**src/rtl/light_ctrl_pkg.sv**
```systemverilog
// Shared types and defaults for the push_btn/light requester.
package light_ctrl_pkg;

  typedef enum logic [1:0] {IDLE, WAIT_OFF, FIRE} drv_state_t;

  localparam int unsigned DB_DEFAULT = 4;
  localparam int unsigned CW_DEFAULT = 8;

endpackage

```
**src/rtl/btn_debounce.sv**
```systemverilog
// Two-flop synchroniser, stable-count debouncer and rising-edge detect for a raw button.
module btn_debounce #(
  parameter int unsigned DB = 4
) (
  input  logic clock,
  input  logic reset,
  input  logic raw_btn,
  output logic level,
  output logic press
);

  localparam int unsigned CNT_W = $clog2(DB + 1);

  logic             sync0;
  logic             sync1;
  logic             btn_prev;
  logic [CNT_W-1:0] cnt;

  // level only follows sync1 after DB consecutive disagreeing samples
  always_ff @(posedge clock) begin
    if (reset) begin
      sync0    <= 1'b0;
      sync1    <= 1'b0;
      level    <= 1'b0;
      btn_prev <= 1'b0;
      cnt      <= '0;
    end else begin
      sync0    <= raw_btn;
      sync1    <= sync0;
      btn_prev <= level;
      if (sync1 == level) begin
        cnt <= '0;
      end else if (cnt == CNT_W'(DB - 1)) begin
        level <= sync1;
        cnt   <= '0;
      end else begin
        cnt <= cnt + CNT_W'(1);
      end
    end
  end

  assign press = level & ~btn_prev;

endmodule

```
**src/rtl/push_btn_driver.sv**
```systemverilog
// Requester for the light controller: debounced presses become single push_btn pulses.
// Optional acknowledge checker driving no_ack is built when PUSH_ACK_CHECK_EN is defined.
module push_btn_driver
  import light_ctrl_pkg::*;
#(
  parameter int unsigned DB = DB_DEFAULT,
  parameter int unsigned CW = CW_DEFAULT
) (
  input  logic          clock,
  input  logic          reset,
  input  logic          raw_btn,
  input  logic          light,
  output logic          push_btn,
  output logic          pending,
  output logic [CW-1:0] press_count,
  output logic          no_ack
);

  drv_state_t state;
  logic       press;
  logic       level_unused;

  btn_debounce #(.DB(DB)) u_debounce (
    .clock   (clock),
    .reset   (reset),
    .raw_btn (raw_btn),
    .level   (level_unused),
    .press   (press)
  );

  // Request FSM; push_btn/pending are registered alongside the state they decode
  always_ff @(posedge clock) begin
    if (reset) begin
      state    <= IDLE;
      push_btn <= 1'b0;
      pending  <= 1'b0;
    end else begin
      case (state)
        IDLE: begin
          if (press && !light) begin
            state    <= FIRE;
            push_btn <= 1'b1;
          end else if (press) begin
            state   <= WAIT_OFF;
            pending <= 1'b1;
          end
        end
        WAIT_OFF: begin
          if (!light) begin
            state    <= FIRE;
            pending  <= 1'b0;
            push_btn <= 1'b1;
          end
        end
        FIRE: begin
          state    <= IDLE;
          push_btn <= 1'b0;
        end
        default: begin
          state    <= IDLE;
          push_btn <= 1'b0;
          pending  <= 1'b0;
        end
      endcase
    end
  end

  // Saturating count of every accepted press, independent of FSM state
  always_ff @(posedge clock) begin
    if (reset) begin
      press_count <= '0;
    end else if (press && (press_count != {CW{1'b1}})) begin
      press_count <= press_count + CW'(1);
    end
  end

`ifdef PUSH_ACK_CHECK_EN
  logic [1:0] ack_win;

  // light must be seen in one of the two cycles after each pulse
  always_ff @(posedge clock) begin
    if (reset) begin
      ack_win <= 2'd0;
      no_ack  <= 1'b0;
    end else if (push_btn) begin
      ack_win <= 2'd2;
    end else if (ack_win != 2'd0) begin
      if (light) begin
        ack_win <= 2'd0;
      end else begin
        ack_win <= ack_win - 2'd1;
        if (ack_win == 2'd1) begin
          no_ack <= 1'b1;
        end
      end
    end
  end
`else
  assign no_ack = 1'b0;
`endif

endmodule

```
**config.mk**
```make
export PLATFORM = sky130hd
export DESIGN_NAME = push_btn_driver
export DESIGN_NICKNAME = d
export VERILOG_FILES = /design/src/rtl/light_ctrl_pkg.sv /design/src/rtl/btn_debounce.sv /design/src/rtl/push_btn_driver.sv
export SDC_FILE = /design/constraint.sdc
export NUM_CORES = 1
export LEC_CHECK = 0
export BUFFER_PORTS_ARGS = -buffer_cell sky130_fd_sc_hd__buf_2
export CELL_PAD_IN_SITES_DETAIL_PLACEMENT = 0
export CELL_PAD_IN_SITES_GLOBAL_PLACEMENT = 2
export CORE_MARGIN = 8
export CORE_UTILIZATION = 31
export DETAILED_ROUTE_END_ITERATION = 8
export GPL_TIMING_DRIVEN = 0
export HOLD_SLACK_MARGIN = 0.06
export PLACE_DENSITY_LB_ADDON = 0.2
export SYNTH_ARGS = -nofsm -noshare
export SYNTH_HDL_FRONTEND = slang
export SYNTH_SLANG_ARGS = --single-unit
```
**constraint.sdc**
```tcl
create_clock -name clock -period 2.2 [get_ports clock]
set_clock_uncertainty 0.15 [all_clocks]
set_input_delay 0.33 -clock clock [delete_from_list [all_inputs] [get_ports clock]]
set_output_delay 0.33 -clock clock [all_outputs]
set_load 0.03 [all_outputs]
```
* Word level (Yosys, flattened, before mapping)
Cells that the tools add are included.
Word-level totals: output and inout bits 11, logic and storage cells 45, input port bits 4, register bits after elaboration 19
Operators by class: reduce and logical (&&, ||, !) cells 9, bitwise logic cells 4, muxes and demuxes 11, equal/unequal tests 10, add/sub/neg operators 2
Operators with widths (number):
- $add A8 B1 Y8 const B | 1
- $ne A2 B2 Y1 const B | 4
- $ne A8 B8 Y1 const B | 1
- $mux W2 | 3
- $reduce_and A2 Y1 | 3
- $mux W1 | 5
- $pmux W2 S2 | 1
- $reduce_and A4 Y1 | 1
- $add A3 B1 Y3 const B | 1
- $eq A3 B2 Y1 const B | 1
- $ne A3 B3 Y1 const B | 1
- $not A1 Y1 | 3
- $pmux W1 S3 | 1
- $reduce_or A3 Y1 | 1
- $eq A2 B1 Y1 const B | 1
- $eq A2 B2 Y1 const B | 1
- $logic_and A1 B1 Y1 | 2
- $logic_not A2 Y1 | 1
- $pmux W1 S2 | 1
- $and A1 B1 Y1 | 1
- $eq A1 B1 Y1 | 1
- $logic_not A1 Y1 | 1

* Longest topological paths before layout
Gate-level depths: netlist (run 1).
word-level depth 5, depth in mapped cells 5

* Hierarchy
From an unflattened synthesis (run 1), not the netlist that was laid out.
Second synthesis, totals: cells, all modules 82, area total of the unflattened synthesis 805.8 sq um
By module, submodules not included:
- push_btn_driver | area an instance 561.8 sq um, cells an instance 62, sequential area each 240.2 sq um, times used 1
- btn_debounce | area an instance 244.0 sq um, cells an instance 20, sequential area each 140.1 sq um, times used 1

* Least setup slack after synthesis (run 1)
Ideal clock, no wire load.
kind register to register, start point register press_count[0], end point register press_count[1], cell stages (with the launch flop) 6, data arrival time 1.589 ns, setup slack 0.333 ns, required time 1.922 ns, library setup time 0.128 ns, path through dfxtp_1 -> ha_1 -> nand2_1 -> o31ai_1 -> mux2i_1 -> nor2_1
Between the ends: longest elaborated chain between the ends 2, elaborated cells between the ends (all ways) 3
Ends and longest elaborated chain:
- from (decl) | RTL line push_btn_driver.sv:15 | output logic [CW-1:0] press_count,
- from (signal assigned) | RTL line push_btn_driver.sv:73 | press_count <= press_count + CW'(1);
- branches (longest 2 deep; another with $add A8 B1 Y8)
Parallel ways; which one is timed is not known. A chain may end at the register's enable or synchronous reset.

* Final worst setup path (run 1)
Ends and elaborated chain as after synthesis.

==> impl_results.md, run 1 <==
* Via count at 603
* Delay-heaviest family, CP: compound AO/OA/AOI/OAI gates
* Post-synth EDFFs at 0
* Post-DR vias/cell at 4.57
* RSZ-0062 raised after global routing: false
* Drt total wl at 1.45 mm
* Fmax at 548 MHz
* Main synth FF type: dfxtp_1
* Final hold violation count at 0
* Register-to-Register Path Depth at 5
* Hold EP: u_debounce.sync0
* Clock Tree Root: clkbuf_4
* # clock sinks at 19
* Die width at 66.4 um
* Multi-input logic area at 389 um^2
* Distinct cells, synth at 30
* Clock-pin slew on the worst setup and hold paths at 0.11 ns
* Worst hold start: raw_btn
* Worst-path cell chain: ha_1, nand2_1, o31ai_1, mux2i_1, nor2_1
* Wire per inst at 11.0 um
* Sequential share of the synthesized area at 48.3%
* Hold path depth at 2
* Max stage delay cell, worst path: o31ai_1
* Worst Path Max Fanout at 5
* Crit path time final at 1.83 ns
* Hold Path Class: in -> reg
* Worst vdd ir at 0.000328 V
* Detail Placement HPWL at 1.08 mm
* Number of global-route vias before repair at 577
* R2R Path Start: press_count[0]
* GPL Wtd Cong at 0.628
* First drt pass iteration count at 3
* Die H at 66.4 um
* Pre-CTS setup slack at 0.402 ns
* GRT Total Usage at 7.21%
* Sequential Area at 380 um^2
* Clock latency on the worst-skew pair at 0.29 ns
* Clk buf depth at 2
* Antenna cell count at 0
* P per Cell Area at 579 mW/mm^2
* CP Data Arrival Time at 1.85 ns
* Critical Path Source Type: register
* Post-CTS resize count at 0
* Warnings from Yosys at 0
* Cell Rows at 18
* Async S/R FF share, synth at 0%
* Worst setup EP type: register
* Final setup violation count at 0
* Drc violations at 0
* Area of the mapped netlist at 788 um^2
* CTS Hold Bufs at 0
* Initial Util at 32.1%
* Core Region at 0.00245 mm^2
* Tot Pwr at 538 uW
* Full die area at 0.00441 mm^2
* Global-route wire length before repair at 2.45 mm
* Setup WS post-layout at 0.375 ns
* FF+latch count, synth at 19
* Slowest Stage Delay on Critical Path at 0.48 ns
* Critical Path RT at 2.23 ns
* R2R Setup Slk at 0.37 ns
* Status: finished, final reports clean
* DRT antenna net count at 0
* Cells after synthesis at 84
* Period Utilization, post-route at 83.0%
* Number of I/O pins at 15
* Dpl cell area at 891 um^2
* WS Path Type: reg -> reg
* Htree depth at 1
* Leak pwr at 0.390 nW
* Total gr overflow at 0
* Max-Cap Viols at 0
* Syn nets at 91
* Post-route design area at 928 um^2
* WP buf/inv at 0
* Share of cells above drive strength 1 at 19.6%
* Setup Fix Bufs, Post-CTS at 0
* Number of antenna violations at the first check in global routing at 0
* Total negative slack at 0 ns
* I/O Buffers at 13
* Cts bufs inserted at 3
* Slew Limit Fails at 0
* Nets@finish at 110
* CTS tree: built
* Synthesized area per cell at 9.38 um^2
* DR iter-0 viols at 22
* Fillers at 268
* Largest net degree at the start of global routing at 12
* Reg-to-Reg End: press_count[1]
* Area grow syn2layout at 17.8%
## report_power, final
group / internal (mW) / leakage [nW] / switching (mW)
sequential: 0.346 / 0.153 / 0.000924
combinational: 0.00746 / 0.218 / 0.0105
clock: 0.0675 / 0.0177 / 0.105
## cell usage after synthesis (2+ instances only)
cell | instances | share of area (%)
nor4_1 | 2 | 1.6
or3_1 | 2 | 1.6
nor2_1 | 14 | 6.7
inv_1 | 2 | 0.95
mux2i_1 | 3 | 3.8
o21ai_0 | 2 | 1.3
nor3_1 | 3 | 1.9
nand3_1 | 2 | 1.3
nand2_1 | 5 | 2.4
xor2_1 | 2 | 2.2
o31ai_1 | 2 | 1.9
ha_1 | 3 | 4.8
a21oi_1 | 4 | 2.5
nor2b_1 | 4 | 3.2
dfxtp_1 | 19 | 48
## sequential cells by signal (all words and copies together) (netlist names)
register / flops
u_debounce.btn_prev: 1
u_debounce.cnt: 3
press_count: 8
state: 2
push_btn: 1
pending: 1
u_debounce.sync0: 1
u_debounce.level: 1
u_debounce.sync1: 1
## kinds of logic after synthesis
group	after synthesis	share of synthesized area [%]
compound gates	12	9.84
xor+xnor	3	3.33
fa+ha+maj	3	4.76
buf+inv	4	2.38
flops	19	48.3
mux	3	3.81
other cells	1	0.476
simple gates	39	27.1
## layout make-up
cell class,instances,share of cell area [%]
Buffer,2,1.21
Clock buffer,3,2.43
Clock inverter,1,0.539
Inverter,2,0.809
Multi-Input combinational cell,61,41.9
Sequential cell,19,41.0
Tap cell,30,4.04
Timing Repair Buffer,14,8.09
## routing by layer
layer | part of all wire [%] | global-route usage (%) | vias to the layer above
met5 | 0 | 0 | -
met4 | 1.0 | 4.80 | 0
met3 | 5.4 | 2.88 | 2
met2 | 44 | 11.1 | 8
met1 | 49 | 7.99 | 264
li1 | - | - | 329
## how the worst max path moves through the flow
stage                         startpoint        endpoint  cells past startpoint
after CTS                 press_count[0]  press_count[1]                      5
after floorplan           press_count[0]  press_count[1]                      5
final                     press_count[0]  press_count[1]                      5
after detailed placement  press_count[0]  press_count[1]                      5
after global routing      press_count[0]  press_count[1]                      5
after global placement    press_count[0]  press_count[1]                      5
## through the flow
step	std cells	util (%)	hold WS, ns
finish	132	37.8	0.0945
global route	132	37.8	0.0747
CTS	131	37.4	0.0652
detailed placement	127	36.3	0.262
global placement	127	36.3	0.258
floorplan	84	-	0.249
## placed cells by master, fill, tap and decap left out
master / synthesis / routed
clkinv_2: 0 / 1
inv_1: 2 / 2
ha_1: 3 / 3
nor4_1: 2 / 2
a311oi_1: 1 / 1
nand3_1: 2 / 2
and2_1: 1 / 1
nand2_1: 5 / 5
and4_1: 1 / 1
nand4_4: 1 / 1
clkbuf_1: 1 / 1
o31ai_1: 2 / 2
and2b_4: 1 / 1
mux2i_1: 3 / 3
dfxtp_1: 19 / 19
buf_2: 0 / 13
or3_1: 2 / 2
nor3_1: 3 / 3
dlygate4sd3_1: 0 / 1
or2b_1: 1 / 1
nand2b_1: 1 / 1
o2111ai_1: 1 / 1
o21a_1: 1 / 1
buf_4: 1 / 1
or4_1: 1 / 1
o21ai_0: 2 / 2
clkbuf_4: 0 / 3
xnor2_1: 1 / 1
conb_1: 1 / 1
nor2_1: 14 / 14
a211oi_1: 1 / 1
nor2b_1: 4 / 4
a21oi_1: 4 / 4
xor2_1: 2 / 2
(Power assumes the default switching activity.)
==> run 2: changes to the inputs <==
--- a/config.mk
+++ b/config.mk
@@ -5,11 +5,12 @@
 export SDC_FILE = /design/constraint.sdc
 export NUM_CORES = 1
 export LEC_CHECK = 0
+export ABC_AREA = 1
 export BUFFER_PORTS_ARGS = -buffer_cell sky130_fd_sc_hd__buf_2
 export CELL_PAD_IN_SITES_DETAIL_PLACEMENT = 0
 export CELL_PAD_IN_SITES_GLOBAL_PLACEMENT = 2
 export CORE_MARGIN = 8
-export CORE_UTILIZATION = 31
+export CORE_UTILIZATION = 27
 export DETAILED_ROUTE_END_ITERATION = 8
 export GPL_TIMING_DRIVEN = 0
 export HOLD_SLACK_MARGIN = 0.06
==> constraint.sdc (replaced) <==
create_clock -name clock -period 1.6 [get_ports clock]
set_clock_uncertainty 0.15 [all_clocks]
set_input_delay 0.24 -clock clock [delete_from_list [all_inputs] [get_ports clock]]
set_output_delay 0.24 -clock clock [all_outputs]
set_load 0.03 [all_outputs]
==> impl_results.md, run 2 <==
* Status: finished, final reports clean
* Top-count cell post-synth: dfxtp_1
* Cells after synthesis at 107 (+27%)
* Clock latency on the worst-skew pair at 0.30 ns (about the same)
* Critical Path Source Type: register
* Sequential share of the synthesized area at 46.2% (-2.1 points)
* Clk buf depth at 2 (unchanged)
* I/O Buffers at 12 (-1)
* Antenna cell count at 0 (unchanged)
* Largest registers: press_count: 8 flops, u_debounce.cnt: 3 flops, state: 2 flops
* Synth top cells by count: dfxtp_1 (19), nor2_1 (16), inv_1 (15), nand2_1 (15), a21oi_1 (11)
* Global-route wire length before repair at 2.99 mm (+22%)
* Worst setup EP type: register
* P_sw at 174 uW (+49%)
* RSZ-0062 raised after global routing: false
* Pint at 579 uW (+37%)
* Die H at 71.2 um (+7.2%)
* Post-CTS resize count at 0 (unchanged)
* Synthesized area per cell at 7.69 um^2 (-18%)
* CTS tree: built
* WS Path Type: reg -> reg
* GRT Total Usage at 7.16% (-0.050 points)
* First drt pass iteration count at 4 (+1)
* Syn nets at 114 (+25%)
* Worst Path Max Fanout at 5 (unchanged)
* Switching Share at 23.1% (+1.4 points)
* Part of the power in combinational logic at 3.5% (+0.2 points)
* Warnings from Yosys at 0 (unchanged)
* Clock Power Share at 33.0% (+0.9 points)
* Hold Path Class: in -> reg
* Drc violations at 0 (unchanged)
* DR iter-0 viols at 17 (-23%)
* Distinct cells, synth at 18 (-40%)
* Share of cells above drive strength 1 at 21.0% (+1.4 points)
* Cts bufs inserted at 3 (unchanged)
* # clock sinks at 19 (unchanged)
* Post-synth EDFFs at 0 (unchanged)
* Core Region at 0.00298 mm^2 (+21%)
* FF+latch count, synth at 19 (unchanged)
* Die width at 71.2 um (+7.2%)
* Nets@finish at 132 (+20%)
* Fillers at 339 (+26%)
* Number of antenna violations at the first check in global routing at 0 (unchanged)
* Cell Rows at 20 (+2)
* Slew Limit Fails at 0 (unchanged)
* Max-Cap Viols at 0 (unchanged)
* Leak pwr at 0.427 nW (+9.6%)
* Fmax at 714 MHz (+30%)
* Initial Util at 27.6% (-4.5 points)
* Number of global-route vias before repair at 704 (+22%)
* Most common cell after layout, fill and taps aside: dfxtp_1
* DRT antenna net count at 0 (unchanged)
* Critical Path RT at 1.66 ns (-0.57 ns)
* Detail Placement HPWL at 1.21 mm (+13%)
* Total negative slack at 0 ns (unchanged)
* Main synth FF type: dfxtp_1
* P per Cell Area at 782 mW/mm^2 (+35%)
* Commonest cells after routing, fill and taps aside: dfxtp_1 (19), nor2_1 (16), inv_1 (15), nand2_1 (15), buf_2 (13)
* GPL Wtd Cong at 0.760 (+21%)
* Area leader, netlist: dfxtp_1
* Top cells by area, synth: dfxtp_1 (46%), nor2_1 (7.3%), inv_1 (6.8%), nand2_1 (6.8%), a21oi_1 (6.7%)
* Final core occ at 32.3% (-5.5 points)
* Drt total wl at 1.59 mm (+9.5%)
* Htree depth at 1 (unchanged)
* Clock Tree Root: clkbuf_4
* Total gr overflow at 0 (unchanged)
* Largest Register: press_count
* Largest net degree at the start of global routing at 12 (unchanged)
* Period Utilization, post-route at 87.5% (+4.5 points)
* Worst vdd ir at 0.000279 V (-15%)
* Final hold violation count at 0 (unchanged)
* CP Data Arrival Time at 1.46 ns (-0.39 ns)
* Crit path time final at 1.40 ns (-0.426 ns)
* Via count at 694 (+15%)
* Sequential power share at 63.4% (-1.1 points)
* Number of I/O pins at 15 (unchanged)
* Area grow syn2layout at 16.9%
* Max FFs per register at 8 (unchanged)
* Wire per inst at 10.1 um (-7.9%)
* Post-DR vias/cell at 4.42 (-3.2%)
* Final setup violation count at 0 (unchanged)
* Share of the synthesized area in the top cell type at 46.2% (-2.1 points)
* Clock-pin slew on the worst setup and hold paths at 0.12 ns (about the same)
* Area of the mapped netlist at 823 um^2 (+4.4%)
* Full die area at 0.00507 mm^2 (+15%)
* Async S/R FF share, synth at 0% (unchanged)
[run 2: through the flow]
step / std cells / hold slack [ns] / setup WS [ns] / power, mW / cell area [um^2]
floorplan: 107 / 0.197 / 0.0519 / 0.506 / 823
global placement: 152 / 0.242 / 0.188 / 0.513 / 925
detailed placement: 152 / 0.245 / 0.191 / 0.513 / 925
CTS: 157 / 0.0657 / 0.181 / 0.775 / 962
global route: 157 / 0.0816 / 0.0368 / 0.795 / 962
finish: 157 / 0.0754 / 0.200 / 0.753 / 962
[run 2: cell type report]
type	count	area [um^2]	area share [%]
Sequential cell	19	380	39.5
Multi-Input combinational cell	71	374	38.9
Timing Repair Buffer	13	70.1	7.28
Inverter	15	56.3	5.85
Tap cell	33	41.3	4.29
Clock buffer	3	22.5	2.34
Buffer	2	12.5	1.30
Clock inverter	1	5.00	0.520
[run 2: what timing repair did]
item,4_1_cts,5_1_grt
hold buffers,1,0
setup buffers,0,0
hold endpoints to repair,1,0
[run 2: cells by family after synthesis]
kind of cell               Yosys count  synth area share (%)
and+or+nand+nor                     51                  30.2
DFF                                 19                  46.2
buffers and inverters               17                  8.36
AOI/OAI and AO/OA                   16                  10.2
adders and majority gates            3                  4.56
other                                1                 0.455
[run 2: layer usage]
metal  track usage, %  vias up  wire length (um)
met2             11.2       11               721
met3             1.81        2                56
met1             8.62      307               798
li1                 -      374                 -
met4             4.16        0                15
met5                0        -                 0
[run 2: worst paths after layout]
path,from,endpoint,slack (ns),depth (start not counted)
hold / removal,reset,pending,0.08,2
setup / recovery,press_count[0],press_count[4],0.20,6
hold reg to reg,u_debounce.sync0,u_debounce.sync1,0.26,2
setup reg to reg,press_count[0],press_count[4],0.20,6
[run 2: power by group through the flow]
stage	combinational, mW	sequential (mW)	clock [mW]
finish	0.0266	0.477	0.249
global route	0.0311	0.478	0.285
CTS	0.0270	0.478	0.270
detailed placement	0.0252	0.488	0
global placement	0.0249	0.488	0
floorplan	0.0178	0.488	0
[run 2: worst max-delay path, cell delays in order, from the launching register on]
cell	delay, ns
dfxtp_1	0.41
ha_1	0.20
nand2_2	0.10
nor3_1	0.24
nand3_1	0.10
nand2_1	0.07
nor2_1	0.04
==> run 3: changes to the inputs <==
--- a/config.mk
+++ b/config.mk
@@ -15,6 +15,8 @@
 export GPL_TIMING_DRIVEN = 0
 export HOLD_SLACK_MARGIN = 0.06
 export PLACE_DENSITY_LB_ADDON = 0.2
+export RECOVER_POWER = 50
+export REMOVE_ABC_BUFFERS = 1
 export SYNTH_ARGS = -nofsm -noshare
 export SYNTH_HDL_FRONTEND = slang
 export SYNTH_SLANG_ARGS = --single-unit
==> impl_results.md, run 3 (synthesis results as in run 2) <==
* Area grow syn2layout at 14.0%
* Worst setup EP type: register
* Fmax at 704 MHz (-1.4%)
* Number of antenna violations at the first check in global routing at 0 (unchanged)
* Most common cell after layout, fill and taps aside: dfxtp_1
* Number of I/O pins at 15 (unchanged)
* Htree depth at 1 (unchanged)
* Full die area at 0.00507 mm^2 (unchanged)
* Clock latency on the worst-skew pair at 0.29 ns (about the same)
* Cts bufs inserted at 3 (unchanged)
* CTS Hold Bufs at 1 (unchanged)
* Max-Cap Viols at 0 (unchanged)
* Crit path time final at 1.42 ns (+0.0205 ns)
* Number of global-route vias before repair at 680 (-3.4%)
* P per Cell Area at 796 mW/mm^2 (+1.7%)
* Largest net degree at the start of global routing at 11 (-1)
* Total gr overflow at 0 (unchanged)
* Final setup violation count at 0 (unchanged)
* Fillers at 336 (-0.88%)
* DRT antenna net count at 0 (unchanged)
* Largest registers: press_count: 8 flops, u_debounce.cnt: 3 flops, state: 2 flops
* Wire per inst at 10.8 um (+6.3%)
* Share of cells above drive strength 1 at 14.6% (-6.3 points)
* Cell Rows at 20 (unchanged)
* Post-DR vias/cell at 4.42 (about the same)
* Leak pwr at 0.401 nW (-6.2%)
* # clock sinks at 19 (unchanged)
* Top sig layer: met4
* First drt pass iteration count at 4 (unchanged)
* Critical Path RT at 1.64 ns (-0.02 ns)
* Hold Path Class: in -> reg
* Core Region at 0.00298 mm^2 (unchanged)
* DR iter-0 viols at 26 (+9)
* Via count at 690 (-0.58%)
* Post-CTS resize count at 0 (unchanged)
* Critical Path Source Type: register
* Clock Tree Root: clkbuf_4
* Die width at 71.2 um (unchanged)
* Max FFs per register at 8 (unchanged)
* Status: finished, final reports clean
* Drt total wl at 1.68 mm (+5.6%)
* Final core occ at 31.5% (-0.80 points)
* Drc violations at 0 (unchanged)
* Die H at 71.2 um (unchanged)
* GRT Total Usage at 7.25% (+0.089 points)
* Slew Limit Fails at 0 (unchanged)
* Metal3 WL at 60 um (+7.1%)
* CP Data Arrival Time at 1.46 ns (about the same)
* CTS tree: built
* Met2 WL at 779 um (+8.0%)
* Worst Path Max Fanout at 5 (unchanged)
* Initial Util at 27.6% (unchanged)
* Worst vdd ir at 0.000272 V (-2.4%)
* Global-route wire length before repair at 2.95 mm (-1.4%)
* Antenna cell count at 0 (unchanged)
* Metal-1 WL at 822 um (+3.0%)
* WS Path Type: reg -> reg
* Nets@finish at 131 (-0.76%)
* Clk buf depth at 2 (unchanged)
* Clock-pin slew on the worst setup and hold paths at 0.11 ns (about the same)
* GPL Wtd Cong at 0.758 (-0.24%)
* Final hold violation count at 0 (unchanged)
* Largest Register: press_count
* Commonest cells after routing, fill and taps aside: dfxtp_1 (19), nor2_1 (17), nand2_1 (16)
* Detail Placement HPWL at 1.24 mm (+2.0%)
* I/O Buffers at 13 (+1)
* Setup Fix Bufs, Post-CTS at 0 (unchanged)
* RSZ-0062 raised after global routing: false
* Total negative slack at 0 ns (unchanged)
* Period Utilization, post-route at 88.8% (+1.3 points)
## run 3: path summary, 6_finish.rpt
check,endpoint,depth (start not counted),slack (ns),startpoint
hold reg to reg,u_debounce.sync1,2,0.26,u_debounce.sync0
setup / recovery,press_count[7],5,0.18,u_debounce.level
setup reg to reg,press_count[7],5,0.18,u_debounce.level
hold / removal,u_debounce.sync0,2,0.09,reset
## run 3: where the power goes
part	switching [mW]	internal (mW)	leakage (nW)
logic	0.0163	0.00823	0.232
clock network	0.148	0.0969	0.0150
registers	0.00139	0.476	0.153
total	0.166	0.581	0.401
## run 3: through the flow
stage | power (mW) | instance area (um^2) | instances | hold WS (ns) | setup slack [ns]
final | 0.747 | 938 | 156 | 0.0880 | 0.180
after global routing | 0.787 | 938 | 156 | 0.0996 | 0.00674
after floorplan | 0.501 | 811 | 105 | 0.159 | 0.0524
after global placement | 0.511 | 917 | 151 | 0.242 | 0.168
after detailed placement | 0.511 | 917 | 151 | 0.247 | 0.179
after CTS | 0.773 | 953 | 156 | 0.0804 | 0.167
## run 3: worst max-delay path, cell delays in order, from the launching register on
cell	delay (ns)
dfxtp_1	0.38
nand2_1	0.14
nor2_1	0.32
nand2_1	0.12
nor3_1	0.15
nor2_1	0.05
## run 3: layer usage
layer	up-vias	global-route usage (%)
li1	373	-
met1	304	8.38
met2	11	11.5
met3	2	1.81
met4	0	4.85
met5	-	0
## run 3: cell type report
class,instances,area [um^2],share of cell area [%]
sequential,19,380,40.5
timing repair buffer,14,70.1,7.47
multi-input combinational,71,364,38.8
clock buffer,4,26.3,2.80
inverter,15,56.3,6.00
tap,33,41.3,4.40
